`src/rtl/i2c_app_pkg.sv`:
```
// Shared definitions for the I2C sensor responder: register map, constants,
// FSM state encoding and a byte-select helper.
package i2c_app_pkg;

  localparam logic [7:0] ADDR_X_H      = 8'h3B;
  localparam logic [7:0] ADDR_X_L      = 8'h3C;
  localparam logic [7:0] ADDR_Y_H      = 8'h3D;
  localparam logic [7:0] ADDR_Y_L      = 8'h3E;
  localparam logic [7:0] ADDR_Z_H      = 8'h3F;
  localparam logic [7:0] ADDR_Z_L      = 8'h40;
  localparam logic [7:0] ADDR_PWR_MGMT = 8'h6B;
  localparam logic [7:0] ADDR_WHO_AM_I = 8'h75;

  localparam logic [7:0] WHO_AM_I_VAL  = 8'h68;
  localparam logic [7:0] PWR_MGMT_RST  = 8'h40;

  typedef enum logic [1:0] {
    ST_IDLE    = 2'd0,
    ST_GET_PTR = 2'd1,
    ST_WR_DATA = 2'd2,
    ST_RD_DATA = 2'd3
  } state_e;

  function automatic logic [7:0] sel_byte(input logic [15:0] word, input logic hi);
    logic [7:0] res;
    if (hi) begin
      res = word[15:8];
    end else begin
      res = word[7:0];
    end
    return res;
  endfunction

endpackage

```
`src/rtl/sensor_snapshot.sv`:
```
// Sensor sample staging and read-coherent shadow: the shadow stays frozen while
// a read transaction is active and catches up as soon as it ends.
module sensor_snapshot (
  input  logic        app_clk,
  input  logic        arstn,
  input  logic        sample_stb,
  input  logic        in_read,
  input  logic [15:0] sample_x,
  input  logic [15:0] sample_y,
  input  logic [15:0] sample_z,
  output logic [15:0] shadow_x,
  output logic [15:0] shadow_y,
  output logic [15:0] shadow_z
);

  logic [15:0] stage_x_r, stage_y_r, stage_z_r;
  logic [15:0] shadow_x_r, shadow_y_r, shadow_z_r;
  logic        pending_r;

  // Staging always tracks the latest strobed samples.
  always_ff @(posedge app_clk or negedge arstn) begin
    if (!arstn) begin
      stage_x_r <= 16'h0000;
      stage_y_r <= 16'h0000;
      stage_z_r <= 16'h0000;
    end else if (sample_stb) begin
      stage_x_r <= sample_x;
      stage_y_r <= sample_y;
      stage_z_r <= sample_z;
    end
  end

  // Shadow update: direct outside a read, deferred via pending during one.
  always_ff @(posedge app_clk or negedge arstn) begin
    if (!arstn) begin
      shadow_x_r <= 16'h0000;
      shadow_y_r <= 16'h0000;
      shadow_z_r <= 16'h0000;
      pending_r  <= 1'b0;
    end else if (sample_stb && !in_read) begin
      shadow_x_r <= sample_x;
      shadow_y_r <= sample_y;
      shadow_z_r <= sample_z;
      pending_r  <= 1'b0;
    end else if (sample_stb && in_read) begin
      pending_r  <= 1'b1;
    end else if (pending_r && !in_read) begin
      shadow_x_r <= stage_x_r;
      shadow_y_r <= stage_y_r;
      shadow_z_r <= stage_z_r;
      pending_r  <= 1'b0;
    end
  end

  assign shadow_x = shadow_x_r;
  assign shadow_y = shadow_y_r;
  assign shadow_z = shadow_z_r;

endmodule

```
`src/rtl/i2c_sensor_responder.sv`:
```
// Application-side I2C register responder for a 3-axis sensor: pointer-based
// register map with PWR_MGMT, WHO_AM_I and coherent burst reads of samples.
module i2c_sensor_responder
  import i2c_app_pkg::*;
(
  input  logic        app_clk,
  input  logic        arstn,
  input  logic        hdr_valid,
  input  logic        hdr_rw,
  input  logic        rx_valid,
  input  logic [7:0]  rx_data,
  input  logic        tx_req,
  input  logic        master_nack,
  input  logic        stop_det,
  input  logic [15:0] sample_x,
  input  logic [15:0] sample_y,
  input  logic [15:0] sample_z,
  input  logic        sample_stb,
  output logic [7:0]  tx_data,
  output logic        tx_valid,
  output logic        rx_ack,
  output logic        rx_ack_valid,
  output logic        busy,
  output logic [7:0]  pwr_reg,
  output logic        wr_err
);

  state_e      state_r, state_s;
  logic [7:0]  ptr_r, ptr_s;
  logic [7:0]  pwr_reg_r, pwr_s;
  logic [7:0]  tx_data_r, tx_data_s;
  logic        tx_valid_r, tx_valid_s;
  logic        rx_ack_r, rx_ack_s;
  logic        rx_ack_valid_r, rx_ack_valid_s;
  logic        wr_err_r, wr_err_s;
  logic        busy_r;
  logic [7:0]  rd_byte_s;
  logic [15:0] shadow_x_s, shadow_y_s, shadow_z_s;

  sensor_snapshot u_snapshot (
    .app_clk    (app_clk),
    .arstn      (arstn),
    .sample_stb (sample_stb),
    .in_read    (state_r == ST_RD_DATA),
    .sample_x   (sample_x),
    .sample_y   (sample_y),
    .sample_z   (sample_z),
    .shadow_x   (shadow_x_s),
    .shadow_y   (shadow_y_s),
    .shadow_z   (shadow_z_s)
  );

  // Register map read decode at the current pointer.
  always_comb begin
    rd_byte_s = 8'h00;
    case (ptr_r)
      ADDR_X_H:      rd_byte_s = sel_byte(shadow_x_s, 1'b1);
      ADDR_X_L:      rd_byte_s = sel_byte(shadow_x_s, 1'b0);
      ADDR_Y_H:      rd_byte_s = sel_byte(shadow_y_s, 1'b1);
      ADDR_Y_L:      rd_byte_s = sel_byte(shadow_y_s, 1'b0);
      ADDR_Z_H:      rd_byte_s = sel_byte(shadow_z_s, 1'b1);
      ADDR_Z_L:      rd_byte_s = sel_byte(shadow_z_s, 1'b0);
      ADDR_PWR_MGMT: rd_byte_s = pwr_reg_r;
      ADDR_WHO_AM_I: rd_byte_s = WHO_AM_I_VAL;
      default:       rd_byte_s = 8'h00;
    endcase
  end

  // Next-state and next-output logic; a header always wins, STOP is applied
  // after the current byte has been handled.
  always_comb begin
    state_s        = state_r;
    ptr_s          = ptr_r;
    pwr_s          = pwr_reg_r;
    tx_data_s      = tx_data_r;
    tx_valid_s     = 1'b0;
    rx_ack_s       = rx_ack_r;
    rx_ack_valid_s = 1'b0;
    wr_err_s       = 1'b0;
    if (hdr_valid) begin
      state_s = hdr_rw ? ST_RD_DATA : ST_GET_PTR;
    end else begin
      case (state_r)
        ST_GET_PTR: begin
          if (rx_valid) begin
            ptr_s          = rx_data;
            rx_ack_s       = 1'b1;
            rx_ack_valid_s = 1'b1;
            state_s        = ST_WR_DATA;
          end else begin
            state_s = ST_GET_PTR;
          end
        end
        ST_WR_DATA: begin
          if (rx_valid) begin
            rx_ack_valid_s = 1'b1;
            ptr_s          = ptr_r + 8'd1;
            if (ptr_r == ADDR_PWR_MGMT) begin
              pwr_s    = rx_data;
              rx_ack_s = 1'b1;
            end else begin
              rx_ack_s = 1'b0;
              wr_err_s = 1'b1;
            end
          end else begin
            state_s = ST_WR_DATA;
          end
        end
        ST_RD_DATA: begin
          // A master NACK only ends the burst on the bus; keep serving requests.
          if (tx_req) begin
            tx_data_s  = rd_byte_s;
            tx_valid_s = 1'b1;
            ptr_s      = ptr_r + 8'd1;
          end else if (master_nack) begin
            ptr_s = ptr_r;
          end else begin
            state_s = ST_RD_DATA;
          end
        end
        default: state_s = ST_IDLE;
      endcase
      if (stop_det) begin
        state_s = ST_IDLE;
      end else begin
        state_s = state_s;
      end
    end
  end

  // State, pointer and registered outputs.
  always_ff @(posedge app_clk or negedge arstn) begin
    if (!arstn) begin
      state_r        <= ST_IDLE;
      ptr_r          <= 8'h00;
      pwr_reg_r      <= PWR_MGMT_RST;
      tx_data_r      <= 8'h00;
      tx_valid_r     <= 1'b0;
      rx_ack_r       <= 1'b0;
      rx_ack_valid_r <= 1'b0;
      wr_err_r       <= 1'b0;
      busy_r         <= 1'b0;
    end else begin
      state_r        <= state_s;
      ptr_r          <= ptr_s;
      pwr_reg_r      <= pwr_s;
      tx_data_r      <= tx_data_s;
      tx_valid_r     <= tx_valid_s;
      rx_ack_r       <= rx_ack_s;
      rx_ack_valid_r <= rx_ack_valid_s;
      wr_err_r       <= wr_err_s;
      busy_r         <= (state_s != ST_IDLE);
    end
  end

  assign tx_data      = tx_data_r;
  assign tx_valid     = tx_valid_r;
  assign rx_ack       = rx_ack_r;
  assign rx_ack_valid = rx_ack_valid_r;
  assign wr_err       = wr_err_r;
  assign busy         = busy_r;
  assign pwr_reg      = pwr_reg_r;

endmodule

```
`config.mk`:
```
export PLATFORM = sky130hd
export DESIGN_NAME = i2c_sensor_responder
export DESIGN_NICKNAME = d
export VERILOG_FILES = /design/src/rtl/i2c_app_pkg.sv /design/src/rtl/sensor_snapshot.sv /design/src/rtl/i2c_sensor_responder.sv
export SDC_FILE = /design/constraint.sdc
export NUM_CORES = 1
export LEC_CHECK = 0
export CAP_MARGIN = 20
export CELL_PAD_IN_SITES_DETAIL_PLACEMENT = 1
export CELL_PAD_IN_SITES_GLOBAL_PLACEMENT = 1
export CORE_UTILIZATION = 40
export CTS_CLUSTER_DIAMETER = 100
export DETAILED_ROUTE_END_ITERATION = 6
export HOLD_SLACK_MARGIN = 0.1
export PLACE_DENSITY_LB_ADDON = 0.1
export SYNTH_ARGS = -nofsm -noshare
export SYNTH_HDL_FRONTEND = slang
export SYNTH_SLANG_ARGS = --single-unit
```
`constraint.sdc`:
```
create_clock -name app_clk -period 2.9 [get_ports app_clk]
set_input_delay 0.435 -clock app_clk [delete_from_list [all_inputs] [get_ports app_clk]]
set_output_delay 0.435 -clock app_clk [all_outputs]
set_load 0.005 [all_outputs]
```
==> run metrics, run 1 <==
Die Y=119 um; Reg2Reg Depth=5; asr flop ratio synth=100%; maximum clock frequency=0.409 GHz; hpwl dp=9070 um; ys flop type=dfrtp_1; Die W=119 um; GR Overflow Total=0; Cells after DPL=643; Yosys cell types=47; Seq/Total Area, Yosys=58.6%; crit path launch type=flip-flop; First-pass DRT Iterations=5; r2r endpoint=pwr_reg[0]; Int Power=3.90 mW; Setup Crit Path Kind=flip-flop to flip-flop; GRT Total Usage=20.3%; CP required=3200 ps; hold crit path type=flip-flop to flip-flop; metal2 WL=6520 um; switching power=1.39 mW; core area=13,300 um2; Rel. slew slack=51.0%; row cnt=42; CTS Buf Count=17; vias per inst=5.31; final hold violation count=0; Final setup viols=0; # diodes=0; DR WL/cell=18.9 um; post-cts resize count=0; Setup crit end=pwr_reg[0]; Syn-to-layout area delta=29.4%; slew of the pin with the lowest slew margin=733 ps; drt drc=0; CP max stage cell=ha_1; max-cap violations=0; clk slew on worst S/H paths=50 ps; Sequential Power Share=43.3%; Final Cell Area=7080 um2; synth warn=0; Clock power frac=38.3%; worst-path maximum fanout=11; Met3 Wirelength=592 um; Netlist Area Pre-Place=5470 um2; hold wc startpoint=u_snapshot.stage_z_r[12]; CP endpoint kind=flip-flop; Final nets=561; Logic pwr share=18.4%; cells along the critical path=ha_1 > and3_1 > nor2b_4 > nor3b_4 > mux2_2; Tmin final=2450 ps; RePlAce Congestion=0.780; Seq cells post-synth=128; CTS tree=done; largest net degree at the start of global routing=59; H-tree depth=4; R2R setup slack=450 ps; routed length on met1=5450 um; Syn Inst Count=400; Critical Path Start=ptr_r[1]; commonest cells after routing, fill and taps aside=dfrtp_1, mux2_2, clkdlybuf4s50_1, clkbuf_16; EDFF count, synth=0; Leakage Power=2.94 nW; R2R Path Start=ptr_r[1]; root buffer cell=clkbuf_16; Power Dens Cells=747 nW/um2; period utilization=84.4%; Top Ports=86; worst vdd ir=312 uV; Max Slew Vio Count=0; setup TNS=0 ps; Placed Area=6510 um2; wirelength, routed=12,800 um; ANT nets after route=0; clk sinks=128; initial antenna violation count=0; Worst EP arrival=2750 ps; Switching Share=26.3%; Worst path max stage delay=470 ps; Clock Skews=8.48 ps; unrepaired setup endpoints after global routing=no; top routing layer used=met4; vias in the first global route=3,934; commonest non-fill, non-tap cell in the layout=dfrtp_1; syn_nets=474; Via Count=3,581; first-pass GRT wire length=21,600 um; synthesized area per cell=13.7 um2; clock tree buffer depth=2; worst hold path cell count=1; starting DRC count in detailed routing=175; Initial Util=41.1%; status=finished, final reports clean; share of layout cells above drive strength 1=29.9%; non-filler instance count after layout=675; Worst-Skew Late Latency=420 ps; Buffers on Ports=84; Die Area=14,100 um2
critical path, delay by kind of cell (launching register included):
family / cells / cell delay, ps
fa+ha+maj: 1 / 470
mux: 1 / 390
simple gates: 3 / 1030
flops: 1 / 430
routing by layer:
layer | vias to the layer above | GRT usage [%]
li1 | 1657 | -
met1 | 1828 | 25.4
met2 | 82 | 33.6
met3 | 14 | 5.12
met4 | 0 | 7.91
met5 | - | 0
logic make-up after synthesis:
kind of cell               synth area share, %
adders and majority gates                 2.06
muxes                                     22.2
DFF                                       58.6
buffers and inverters                     2.29
and+or+nand+nor                           5.54
AOI/OAI and AO/OA                         9.38
power groups by stage:
stage | Combinational, mW | Sequential (mW) | Clock [mW]
6_report | 0.972 | 2.29 | 2.03
5_1_grt | 1.08 | 2.34 | 2.15
4_1_cts | 0.992 | 2.29 | 2.07
3_5_place_dp | 0.983 | 2.32 | 0
3_3_place_gp | 0.954 | 2.30 | 0
2_1_floorplan | 0.629 | 2.22 | 0
worst min path at each step:
stage / end / slack, ps
5_1_grt: u_snapshot.stage_z_r[10] / 510
3_5_place_dp: rx_ack_valid / 440
3_3_place_gp: rx_ack_valid / 440
2_1_floorplan: busy / 140
6_report: u_snapshot.stage_z_r[12] / 490
4_1_cts: u_snapshot.stage_z_r[5] / 500
through the flow:
step	setup slack, ps	hold WS (ps)	power, mW	utilization (%)
after detailed placement	418	442	3.30	49.0
final	454	493	5.29	53.2
after global routing	234	510	5.56	53.2
after floorplan	847	139	2.85	-
after global placement	476	437	3.26	49.0
after CTS	417	497	5.35	53.2
cells in the mapped netlist (2+ instances only):
cell type | count | area share [%]
a211oi_1 | 6 | 0.82
a21oi_1 | 9 | 0.82
a221oi_1 | 5 | 0.80
a222oi_1 | 2 | 0.37
a22oi_1 | 16 | 2.2
a31oi_1 | 7 | 0.80
and3_1 | 2 | 0.23
buf_1 | 8 | 0.55
clkbuf_1 | 16 | 1.1
dfrtp_1 | 127 | 58
ha_1 | 9 | 2.1
inv_1 | 5 | 0.34
mux2_2 | 105 | 22
mux2i_1 | 3 | 0.55
nand2_1 | 10 | 0.69
nand3_1 | 2 | 0.18
nor2_1 | 16 | 1.1
nor3_1 | 4 | 0.37
nor3b_1 | 2 | 0.27
o21a_1 | 2 | 0.27
o21ai_0 | 10 | 0.91
o22a_1 | 4 | 0.64
o31ai_1 | 2 | 0.27
o32ai_1 | 2 | 0.32
or2_2 | 2 | 0.23
or3_1 | 2 | 0.23
or4bb_1 | 2 | 0.41
timing repair:
item                                    4_1_cts  5_1_grt
setup buffers                                 0        0
hold buffers                                  1        0
endpoints found under the setup margin        0        0
hold endpoints to repair                     36        0
layout make-up:
class                           count  area (um2)
Timing Repair Buffer               94         923
Clock buffer                       25         475
Tap cell                          176         220
Fill cell                        1324        6220
Multi-Input combinational cell    241        2150
Inverter                            5        18.8
Clock inverter                      6        82.6
Sequential cell                   128        3200
No activity file was read; power rests on OpenSTA's default activity.
==> inputs of run 2 (changes only) <==
Clock period 2.9 ns to 2.3 ns, I/O delays scaled along.
==> run 2 against run 1 <==
Register-to-register slack got worse by 300 ps. Sequential cell count unchanged. Global-route usage decreased by 0.10 points. Critical path depth increased by 2. Utilization increased by 0.64 points. Largest cell class unchanged. Largest power group unchanged. Highest routed layer unchanged.
==> run metrics, run 2 (synthesized netlist as in run 1, its figures left out) <==
status=finished, final reports clean; post-cts resize count=0; setup TNS=0 ps; CP required=2580 ps; vias in the first global route=4,000; clk sinks=128; share of layout cells above drive strength 1=31.8%; # diodes=0; Buffers on Ports=84; ANT nets after route=0; Leakage Power=2.99 nW; H-tree depth=4; initial antenna violation count=0; wirelength, routed=13,000 um; Rel. slew slack=58.0%; CP endpoint kind=flip-flop; Setup Crit Path Kind=flip-flop to flip-flop; clock tree buffer depth=2; CTS Hold Buffers Added=1; Clock Skews=6.90 ps; Power Dens Cells=932 nW/um2; Initial Util=41.1%; First-pass DRT Iterations=4; Via Count=3,606; first-pass GRT wire length=21,400 um; Worst EP arrival=2420 ps; commonest cells after routing, fill and taps aside=dfrtp_1, mux2_2, clkdlybuf4s50_1, clkbuf_16; maximum clock frequency=0.467 GHz; Top Ports=86; Max Slew Vio Count=0; Die Area=14,100 um2; row cnt=42; DR WL/cell=18.9 um; Worst-Skew Late Latency=410 ps; hpwl dp=9290 um; unrepaired setup endpoints after global routing=no; commonest non-fill, non-tap cell in the layout=dfrtp_1; period utilization=93.1%; hold crit path type=input port to async pin; postcts setup bufs=0; RePlAce Congestion=0.846; GR Overflow Total=0; root buffer cell=clkbuf_16; slew of the pin with the lowest slew margin=629 ps; CTS tree=done; Tmin final=2140 ps; Syn-to-layout area delta=30.9%; Die W=119 um; vias per inst=5.26; Final nets=570; final worst slack=158 ps; largest net degree at the start of global routing=51; core area=13,300 um2; drt drc=0; GRT Total Usage=20.2%; worst vdd ir=459 uV; Final setup viols=0; clk slew on worst S/H paths=50 ps; Fillers=1,357; starting DRC count in detailed routing=148; crit path launch type=flip-flop; final hold violation count=0; worst-path maximum fanout=14; CTS Buf Count=17; Place WS=81.1 ps; max-cap violations=0; Die Y=119 um
## run 2: power breakdown
| group | leakage, nW | internal [mW] | switching [mW] |
|---|---|---|---|
| registers | 1.52 | 2.62 | 0.246 |
| logic | 1.21 | 0.696 | 0.623 |
| clock network | 0.266 | 1.53 | 0.952 |
| total | 2.99 | 4.85 | 1.82 |
## run 2: per-stage QoR
stage	util (%)	std cells	hold slack (ps)	power, mW	cell area (um2)
3_3_place_gp	49.7	652	353	4.17	6600
2_1_floorplan	-	400	49.4	3.60	5470
6_report	53.9	685	470	6.67	7160
5_1_grt	53.9	685	506	7.00	7160
3_5_place_dp	49.7	652	360	4.23	6600
4_1_cts	53.9	685	477	6.76	7160
## run 2: area by class of cell
cell class                 count  area [um2]  area share, %
clock buffer                  22         464           6.48
clock inverter                10        86.3           1.21
inverter                       5        18.8          0.262
multi-input combinational    241        2150           30.0
sequential                   128        3200           44.7
tap                          176         220           3.07
timing repair buffer         103        1020           14.2
## run 2: final timing paths
check | startpoint | end | slack (ps) | cells past startpoint
max in group asynchronous | arstn | pwr_reg[6] | 1180 | 3
worst max register to register | state_r[0] | ptr_r[7] | 160 | 7
worst min-delay path | arstn | rx_ack | 470 | 2
worst max-delay path | state_r[0] | ptr_r[7] | 160 | 7
min in group app_clk | u_snapshot.stage_z_r[6] | u_snapshot.stage_z_r[6] | 490 | 1
worst min register to register | u_snapshot.stage_z_r[6] | u_snapshot.stage_z_r[6] | 490 | 1
## run 2: critical path, cell delays in order (launching register included)
cell	delay, ps
dfrtp_1	370
inv_1	90
ha_1	260
o21ba_2	240
or4_1	520
buf_4	210
o21ai_0	190
o21ai_0	120
## run 2: routing by layer
layer  vias to the layer above  global-route usage [%]  part of all wire, %
met5                         -                       0                    0
met4                         0                    8.70                  2.0
met3                        18                    4.45                  3.7
met2                        81                    33.6                   51
met1                      1847                    25.3                   44
li1                       1660                       -                    -
==> inputs of run 3 (changes only) <==
--- a/constraint.sdc
+++ b/constraint.sdc
@@ -3,2 +3,2 @@
 set_output_delay 0.345 -clock app_clk [all_outputs]
-set_load 0.005 [all_outputs]
+set_load 0.02 [all_outputs]
==> results of run 3 <==
The final DEF is identical to that of run 2. Status: finished, final reports clean.
Among the figures that moved: total power 6.67 mW -> 6.74 mW
